[config.mk]
export PLATFORM = sky130hd
export DESIGN_NAME = l1_instr_ctrl_flat
export DESIGN_NICKNAME = d
export VERILOG_FILES = /design/src/rtl/l1_instr_ctrl_if.sv /design/src/rtl/l1_instr_ctrl.sv /design/src/flat_wrapper.sv
export SDC_FILE = /design/constraint.sdc
export NUM_CORES = 1
export LEC_CHECK = 0
export ABC_AREA = 1
export CORE_AREA = 2 2 214 216
export CTS_CLUSTER_DIAMETER = 150
export CTS_CLUSTER_SIZE = 20
export DETAILED_ROUTE_END_ITERATION = 8
export DIE_AREA = 0 0 216 218
export GPL_TIMING_DRIVEN = 0
export PLACE_DENSITY = 0.62
export SKIP_CTS_REPAIR_TIMING = 1
export SYNTH_ARGS = -nofsm -noshare
export SYNTH_HDL_FRONTEND = slang
export SYNTH_SLANG_ARGS = --single-unit
export TNS_END_PERCENT = 100
[constraint.sdc]
create_clock -name clk_i -period 2.4 [get_ports clk_i]
set_input_delay 0.24 -clock clk_i [delete_from_list [all_inputs] [get_ports clk_i]]
set_output_delay 0.24 -clock clk_i [all_outputs]
set_load 0.03 [all_outputs]
[src/rtl/l1_instr_ctrl_if.sv]
// Bundle of the fetch, cache-set and L2 signals of the L1 instruction controller.
// master = controller side, slave = core / cache set / L2 side.
interface l1_instr_ctrl_if;
   localparam int unsigned block_size = 128;
   localparam int unsigned tag_size   = 9;
   localparam int unsigned idx_size   = 6;
   localparam int unsigned off_size   = 4;
   localparam int unsigned instr_size = 32;
   localparam int unsigned line_w     = tag_size + idx_size;
   localparam int unsigned addr_w     = line_w + off_size;

   logic                  fetch_valid_i;
   logic                  fetch_ready_o;
   logic [addr_w-1:0]     fetch_addr_i;
   logic                  fetch_rsp_valid_o;
   logic                  fetch_rsp_ready_i;
   logic [instr_size-1:0] fetch_instr_o;
   logic [line_w-1:0]     cache_tag_idx_o;
   logic [block_size-1:0] cache_block_o;
   logic                  cache_we_o;
   logic                  cache_we_next_o;
   logic [block_size-1:0] cache_block_i;
   logic                  cache_valid_i;
   logic [tag_size-1:0]   cache_tag_i;
   logic [15:0]           cache_block_next_i;
   logic                  cache_valid_next_i;
   logic [tag_size-1:0]   cache_tag_next_i;
   logic                  l2_req_valid_o;
   logic                  l2_req_ready_i;
   logic [line_w-1:0]     l2_req_addr_o;
   logic                  l2_rsp_valid_i;
   logic                  l2_rsp_ready_o;
   logic [block_size-1:0] l2_rsp_block_i;
   logic [15:0]           hit_cnt_o;
   logic [15:0]           miss_cnt_o;

   modport master (
      input  fetch_valid_i, fetch_addr_i, fetch_rsp_ready_i,
      input  cache_block_i, cache_valid_i, cache_tag_i,
      input  cache_block_next_i, cache_valid_next_i, cache_tag_next_i,
      input  l2_req_ready_i, l2_rsp_valid_i, l2_rsp_block_i,
      output fetch_ready_o, fetch_rsp_valid_o, fetch_instr_o,
      output cache_tag_idx_o, cache_block_o, cache_we_o, cache_we_next_o,
      output l2_req_valid_o, l2_req_addr_o, l2_rsp_ready_o,
      output hit_cnt_o, miss_cnt_o
   );

   modport slave (
      output fetch_valid_i, fetch_addr_i, fetch_rsp_ready_i,
      output cache_block_i, cache_valid_i, cache_tag_i,
      output cache_block_next_i, cache_valid_next_i, cache_tag_next_i,
      output l2_req_ready_i, l2_rsp_valid_i, l2_rsp_block_i,
      input  fetch_ready_o, fetch_rsp_valid_o, fetch_instr_o,
      input  cache_tag_idx_o, cache_block_o, cache_we_o, cache_we_next_o,
      input  l2_req_valid_o, l2_req_addr_o, l2_rsp_ready_o,
      input  hit_cnt_o, miss_cnt_o
   );
endinterface

[src/rtl/l1_instr_ctrl.sv]
// Fetch-side controller for the L1 instruction cache set: tag lookup of the
// indexed and next line, L2 refill of missing lines, one 32b instruction per fetch.
module l1_instr_ctrl (
   input logic             clk_i,
   input logic             rst_ni,
   l1_instr_ctrl_if.master bus
);
   localparam int unsigned block_size = 128;
   localparam int unsigned tag_size   = 9;
   localparam int unsigned idx_size   = 6;
   localparam int unsigned off_size   = 4;
   localparam int unsigned instr_size = 32;
   localparam int unsigned line_w     = tag_size + idx_size;
   localparam int unsigned addr_w     = line_w + off_size;
   localparam int unsigned ext_w      = block_size + 16;

   typedef enum logic [2:0] {IDLE, LOOKUP, REQ, WAIT, FILL, RESP} state_t;

   state_t              state;
   logic [addr_w-1:0]   addr_q;
   logic [line_w-1:0]   miss_line_q;
   logic                refilled_q;

   logic [line_w-1:0]   a_line;
   logic [line_w-1:0]   next_line;
   logic [line_w-1:0]   miss_line;
   logic                straddle;
   logic                hit0;
   logic                hit1;
   logic                look_hit;
   logic [ext_w-1:0]    ext;
   logic [instr_size-1:0] instr;

   // Lookup decode: the next line only matters for a fetch in the last halfword.
   always_comb begin
      a_line    = addr_q[addr_w-1:off_size];
      next_line = a_line + line_w'(1);
      straddle  = (addr_q[off_size-1:1] == 3'b111);
      hit0      = bus.cache_valid_i && (bus.cache_tag_i == a_line[line_w-1:idx_size]);
      hit1      = bus.cache_valid_next_i && (bus.cache_tag_next_i == next_line[line_w-1:idx_size]);
      look_hit  = hit0 && (!straddle || hit1);
      miss_line = hit0 ? next_line : a_line;
      ext       = {bus.cache_block_next_i, bus.cache_block_i} >> {addr_q[off_size-1:1], 4'b0000};
      instr     = ext[instr_size-1:0];
   end

   assign bus.cache_we_next_o = 1'b0;

   always_ff @(posedge clk_i or negedge rst_ni) begin
      if (!rst_ni) begin
         state                 <= IDLE;
         addr_q                <= '0;
         miss_line_q           <= '0;
         refilled_q            <= 1'b0;
         bus.fetch_ready_o     <= 1'b1;
         bus.fetch_rsp_valid_o <= 1'b0;
         bus.fetch_instr_o     <= '0;
         bus.cache_tag_idx_o   <= '0;
         bus.cache_block_o     <= '0;
         bus.cache_we_o        <= 1'b0;
         bus.l2_req_valid_o    <= 1'b0;
         bus.l2_req_addr_o     <= '0;
         bus.l2_rsp_ready_o    <= 1'b0;
         bus.hit_cnt_o         <= '0;
         bus.miss_cnt_o        <= '0;
      end else begin
         bus.cache_we_o <= 1'b0;
         case (state)
            IDLE: if (bus.fetch_valid_i) begin
               addr_q              <= bus.fetch_addr_i;
               bus.cache_tag_idx_o <= bus.fetch_addr_i[addr_w-1:off_size];
               bus.fetch_ready_o   <= 1'b0;
               refilled_q          <= 1'b0;
               state               <= LOOKUP;
            end
            LOOKUP: begin
               bus.cache_tag_idx_o <= '0;
               if (look_hit) begin
                  bus.fetch_instr_o     <= instr;
                  bus.fetch_rsp_valid_o <= 1'b1;
                  if (!refilled_q) bus.hit_cnt_o <= bus.hit_cnt_o + 16'd1;
                  state                 <= RESP;
               end else begin
                  // Primary line is refilled first; the next line on a later pass.
                  miss_line_q        <= miss_line;
                  bus.l2_req_addr_o  <= miss_line;
                  bus.l2_req_valid_o <= 1'b1;
                  refilled_q         <= 1'b1;
                  state              <= REQ;
               end
            end
            REQ: if (bus.l2_req_ready_i) begin
               bus.l2_req_valid_o <= 1'b0;
               bus.l2_req_addr_o  <= '0;
               bus.l2_rsp_ready_o <= 1'b1;
               state              <= WAIT;
            end
            WAIT: if (bus.l2_rsp_valid_i) begin
               bus.l2_rsp_ready_o  <= 1'b0;
               bus.cache_block_o   <= bus.l2_rsp_block_i;
               bus.cache_tag_idx_o <= miss_line_q;
               bus.cache_we_o      <= 1'b1;
               state               <= FILL;
            end
            FILL: begin
               bus.cache_block_o   <= '0;
               bus.cache_tag_idx_o <= addr_q[addr_w-1:off_size];
               bus.miss_cnt_o      <= bus.miss_cnt_o + 16'd1;
               state               <= LOOKUP;
            end
            RESP: if (bus.fetch_rsp_ready_i) begin
               bus.fetch_rsp_valid_o <= 1'b0;
               bus.fetch_instr_o     <= '0;
               bus.fetch_ready_o     <= 1'b1;
               state                 <= IDLE;
            end
            default: begin
               state                 <= IDLE;
               bus.fetch_ready_o     <= 1'b1;
               bus.fetch_rsp_valid_o <= 1'b0;
               bus.fetch_instr_o     <= '0;
               bus.cache_tag_idx_o   <= '0;
               bus.cache_block_o     <= '0;
               bus.l2_req_valid_o    <= 1'b0;
               bus.l2_req_addr_o     <= '0;
               bus.l2_rsp_ready_o    <= 1'b0;
            end
         endcase
      end
   end
endmodule

[src/flat_wrapper.sv]
// flat-port wrapper written by rule: the top's interface ports become plain ports
module l1_instr_ctrl_flat 
  (clk_i, rst_ni, bus_fetch_valid_i, bus_fetch_addr_i, bus_fetch_rsp_ready_i, bus_cache_block_i, bus_cache_valid_i, bus_cache_tag_i, bus_cache_block_next_i, bus_cache_valid_next_i, bus_cache_tag_next_i, bus_l2_req_ready_i, bus_l2_rsp_valid_i, bus_l2_rsp_block_i, bus_fetch_ready_o, bus_fetch_rsp_valid_o, bus_fetch_instr_o, bus_cache_tag_idx_o, bus_cache_block_o, bus_cache_we_o, bus_cache_we_next_o, bus_l2_req_valid_o, bus_l2_req_addr_o, bus_l2_rsp_ready_o, bus_hit_cnt_o, bus_miss_cnt_o);
  l1_instr_ctrl_if bus_i ();
  input logic clk_i;
  input logic rst_ni;
  input wire logic [$bits(bus_i.fetch_valid_i)-1:0] bus_fetch_valid_i;
  input wire logic [$bits(bus_i.fetch_addr_i)-1:0] bus_fetch_addr_i;
  input wire logic [$bits(bus_i.fetch_rsp_ready_i)-1:0] bus_fetch_rsp_ready_i;
  input wire logic [$bits(bus_i.cache_block_i)-1:0] bus_cache_block_i;
  input wire logic [$bits(bus_i.cache_valid_i)-1:0] bus_cache_valid_i;
  input wire logic [$bits(bus_i.cache_tag_i)-1:0] bus_cache_tag_i;
  input wire logic [$bits(bus_i.cache_block_next_i)-1:0] bus_cache_block_next_i;
  input wire logic [$bits(bus_i.cache_valid_next_i)-1:0] bus_cache_valid_next_i;
  input wire logic [$bits(bus_i.cache_tag_next_i)-1:0] bus_cache_tag_next_i;
  input wire logic [$bits(bus_i.l2_req_ready_i)-1:0] bus_l2_req_ready_i;
  input wire logic [$bits(bus_i.l2_rsp_valid_i)-1:0] bus_l2_rsp_valid_i;
  input wire logic [$bits(bus_i.l2_rsp_block_i)-1:0] bus_l2_rsp_block_i;
  output wire logic [$bits(bus_i.fetch_ready_o)-1:0] bus_fetch_ready_o;
  output wire logic [$bits(bus_i.fetch_rsp_valid_o)-1:0] bus_fetch_rsp_valid_o;
  output wire logic [$bits(bus_i.fetch_instr_o)-1:0] bus_fetch_instr_o;
  output wire logic [$bits(bus_i.cache_tag_idx_o)-1:0] bus_cache_tag_idx_o;
  output wire logic [$bits(bus_i.cache_block_o)-1:0] bus_cache_block_o;
  output wire logic [$bits(bus_i.cache_we_o)-1:0] bus_cache_we_o;
  output wire logic [$bits(bus_i.cache_we_next_o)-1:0] bus_cache_we_next_o;
  output wire logic [$bits(bus_i.l2_req_valid_o)-1:0] bus_l2_req_valid_o;
  output wire logic [$bits(bus_i.l2_req_addr_o)-1:0] bus_l2_req_addr_o;
  output wire logic [$bits(bus_i.l2_rsp_ready_o)-1:0] bus_l2_rsp_ready_o;
  output wire logic [$bits(bus_i.hit_cnt_o)-1:0] bus_hit_cnt_o;
  output wire logic [$bits(bus_i.miss_cnt_o)-1:0] bus_miss_cnt_o;
  assign bus_i.fetch_valid_i = bus_fetch_valid_i;
  assign bus_i.fetch_addr_i = bus_fetch_addr_i;
  assign bus_i.fetch_rsp_ready_i = bus_fetch_rsp_ready_i;
  assign bus_i.cache_block_i = bus_cache_block_i;
  assign bus_i.cache_valid_i = bus_cache_valid_i;
  assign bus_i.cache_tag_i = bus_cache_tag_i;
  assign bus_i.cache_block_next_i = bus_cache_block_next_i;
  assign bus_i.cache_valid_next_i = bus_cache_valid_next_i;
  assign bus_i.cache_tag_next_i = bus_cache_tag_next_i;
  assign bus_i.l2_req_ready_i = bus_l2_req_ready_i;
  assign bus_i.l2_rsp_valid_i = bus_l2_rsp_valid_i;
  assign bus_i.l2_rsp_block_i = bus_l2_rsp_block_i;
  assign bus_fetch_ready_o = bus_i.fetch_ready_o;
  assign bus_fetch_rsp_valid_o = bus_i.fetch_rsp_valid_o;
  assign bus_fetch_instr_o = bus_i.fetch_instr_o;
  assign bus_cache_tag_idx_o = bus_i.cache_tag_idx_o;
  assign bus_cache_block_o = bus_i.cache_block_o;
  assign bus_cache_we_o = bus_i.cache_we_o;
  assign bus_cache_we_next_o = bus_i.cache_we_next_o;
  assign bus_l2_req_valid_o = bus_i.l2_req_valid_o;
  assign bus_l2_req_addr_o = bus_i.l2_req_addr_o;
  assign bus_l2_rsp_ready_o = bus_i.l2_rsp_ready_o;
  assign bus_hit_cnt_o = bus_i.hit_cnt_o;
  assign bus_miss_cnt_o = bus_i.miss_cnt_o;
  l1_instr_ctrl u_core (.clk_i(clk_i), .rst_ni(rst_ni), .bus(bus_i));
endmodule
==> impl_results.md <==
- Status: complete, but fails checks
- Failing checks: negative setup slack
- Int Pwr: 11.6 mW
- Dominant cell type by area after synthesis: dfrtp_1
- Worst setup SP type: flop
- Worst-Margin Slew: between 0.9 and 1 ns
- Initial Utilization: 31.1%
- Number of global-route vias before repair: between 15000 and 20000
- Critical Path End Type: flop
- CP endpoint: u_core.bus.fetch_instr_o[8]
- Hpwl dp: about 51000 microns
- Die area: ~47000 sq um
- Fin. max-slew vios: 0
- Die width: between 200 and 250 microns
- First-pass DRT Iterations: 5
- Clock power share: approximately an eighth
- Sw Share: around half
- Post-Syn Area: about 14000 sq um
- Setup ws final: -0.152 ns
- Leak pwr: 9.18 nW
- Synth-to-Final Area Change: 51.6%
- Clock period minus worst slack: between 2 and 3 ns
- Max Cap Violations: 0
- Clock skew: approximately 0.044 ns
- Routed vias/inst: approximately 5.1
- I/O Pins: about 550
- Reg2Reg Setup Slack: -0.15 ns
- Fin. Hold Viols: 0
- PortBufs: 542
- Reg clk slew, reported paths: around 0.10 ns
- DR WL/cell: about 22 microns
- Starting DRC count in detailed routing: roughly 1300
- Post-synth top area share: roughly 47%
- Synth Net Count: 2068
- Area contributors post-synth: dfrtp_1 47%, nand2_1 11%, o21ai_0 7.8%
- GPL Wtd Cong: about 1.0
- Clock Sinks: around 260
- Distinct cells, synth: 38
- Total core area: around 45000 sq um
- H-tree level count: 1
- Worst VDD drop: ~0.68 mV
- Warning count from the yosys run: 0
- Switching power total: approximately 11 mW
- DRC viols: 0
- Core Rows: 78
- Asr flop ratio synth: between 90% and 100%
- Total GRT Usage: 26.7%
- Post-synth EDFFs: 0
- Slew headroom: approximately two fifths
- Die height: 218 microns
- Commonest non-fill, non-tap cell in the layout: clkdlybuf4s50_1
- Avg Cell Area, Syn: about 8 sq um
- Most frequent cells in the layout: 541 x clkdlybuf4s50_1, 382 x nand2_1, 261 x dfrtp_1
- R2r worst-path depth: 6
- Place WS: -0.665 ns
- Share of cells above drive strength 1: under 10%
- Final net count: 2649
- Util after Layout: a little under half
- Period utilisation layout: 106%
- Unrepaired setup endpoints after global routing: true
- Arr. time, crit path: approximately 3.0 ns
- Initial antenna violation count: 2
- Setup TNS: -1.48 ns
- Worst r2r dst: u_core.bus.fetch_instr_o[8]
- Top FF cell, synth: dfrtp_1
- Syn Inst Count: approximately 1700
- Yosys reg bits: between 200 and 300
- P per Cell Area: about 1100 nW/um^2
- Clock Latency Late Sink: about 0.53 ns
- CP max FO: 10
- Global route total overflow: 0
- Largest net degree at the start of global routing: 119
- Worst Hold Class: primary input to async pin
- Fmax: approximately 0.39 GHz
- Worst EP required: around 2.8 ns
- Longest Clk Path Bufs: 3
- Root buffer cell: clkbuf_16
- Routed WL: 65300 microns
- Setup CP Type: flop to flop
- Sequential power share: between 20% and 30%
- Count of final setup violators: 48
- Combinational power share: 58.8%
- DR vias: 14900
- First-pass GRT wire length: 95600 microns
- RR Startpoint: u_core.addr_q[2]
- TritonCTS Buffers: 17
- Final Total Pwr: roughly 23 mW
- ANT nets after route: 0
- Register area share after synthesis: a little under half
- CTS tree: yes
- Worst Setup SP: u_core.addr_q[2]
[metrics by stage]
step	hold slack (ns)	cell area, sq um	std cells
after CTS	-0.445	20600	2915
final	0.191	21100	2935
after detailed placement	0.146	20200	2892
after floorplan	-0.0556	13900	1748
after global routing	0.173	21100	2935
after global placement	0.455	20100	2890
[cell type report]
type,instances,area (sq um)
Inverter,200,758
Clock buffer,21,440
Fill cell,4430,23800
Sequential cell,264,6610
Clock inverter,2,25.0
Tap cell,600,751
Timing Repair Buffer,562,5690
Multi-Input combinational cell,1172,6300
Buffer,112,558
Antenna cell,2,5.00
[cells in the mapped netlist (3+ instances only)]
library cell,instances
o21ai_0,218
xnor2_1,15
mux2i_1,32
buf_6,5
o221ai_1,47
nand3_1,172
buf_2,12
nor3_1,7
nand2_2,17
nor2_1,92
dfrtp_1,263
buf_1,6
a32oi_1,32
a21oi_1,39
nor2_4,4
nand4_1,11
clkbuf_1,86
inv_1,195
or2_0,20
xor2_1,22
nand2_1,398
nor4_1,3
buf_4,3
or2_2,12
inv_2,5
mux2_2,15
ha_1,3
[critical path, cell delays in order (launching register included)]
cell,delay (ns)
dfrtp_1,0.41
clkbuf_1,0.36
clkbuf_1,0.59
o221ai_1,0.49
o21ai_0,0.32
or2_0,0.22
nand2_1,0.06
[logic make-up (layout without fill, tap and decap cells)]
family,count (synthesis),count (layout),synth area share [%]
flip-flops,264,264,47.4
XOR/XNOR,37,37,2.32
buffers and inverters,312,897,8.85
AND/OR/NAND/NOR,743,743,23.2
multiplexers,47,47,3.51
other,1,3,0.0269
AO/OA/AOI/OAI,341,341,14.4
adder cells (fa/ha/maj),3,3,0.269
[registers in the layout, summed over array words and instances (netlist names), 3 cells and up]
register                    cells
u_core.bus.cache_block_o      128
u_core.bus.hit_cnt_o           16
u_core.state                    3
u_core.bus.l2_req_addr_o       15
u_core.bus.fetch_instr_o       32
u_core.bus.cache_tag_idx_o     15
u_core.miss_line_q             15
u_core.addr_q                  18
u_core.bus.miss_cnt_o          16
[metal layers]
| layer | wire (microns) | part of all wire [%] | global-route usage, % |
|---|---|---|---|
| met5 | 0 | 0 | 0 |
| met4 | 2080 | 3.2 | 9.22 |
| met3 | 5830 | 8.9 | 6.67 |
| met1 | 26100 | 40 | 32.9 |
| met2 | 31300 | 48 | 45.5 |
[how the worst min path moves through the flow]
stage / start / to / slack (ns) / cells after the start
2_1_floorplan: rst_ni / u_core.addr_q[10] / -0.06 / 0
3_3_place_gp: u_core.bus.fetch_instr_o[21] / u_core.bus.fetch_instr_o[21] / 0.45 / 2
3_5_place_dp: rst_ni / u_core.bus.fetch_instr_o[2] / 0.15 / 1
4_1_cts: rst_ni / u_core.bus.fetch_instr_o[11] / -0.44 / 1
5_1_grt: rst_ni / u_core.bus.hit_cnt_o[5] / 0.17 / 2
6_report: rst_ni / u_core.bus.hit_cnt_o[5] / 0.19 / 2
[power by group through the flow]
| stage | logic, mW | registers, mW | clock network (mW) |
|---|---|---|---|
| 2_1_floorplan | 5.55 | 8.12 | 0 |
| 3_3_place_gp | 12.8 | 6.50 | 0 |
| 3_5_place_dp | 12.8 | 6.52 | 0 |
| 4_1_cts | 12.9 | 6.47 | 3.08 |
| 5_1_grt | 14.5 | 6.63 | 3.24 |
| 6_report | 13.5 | 6.49 | 2.95 |
(Power assumes the default switching activity.)
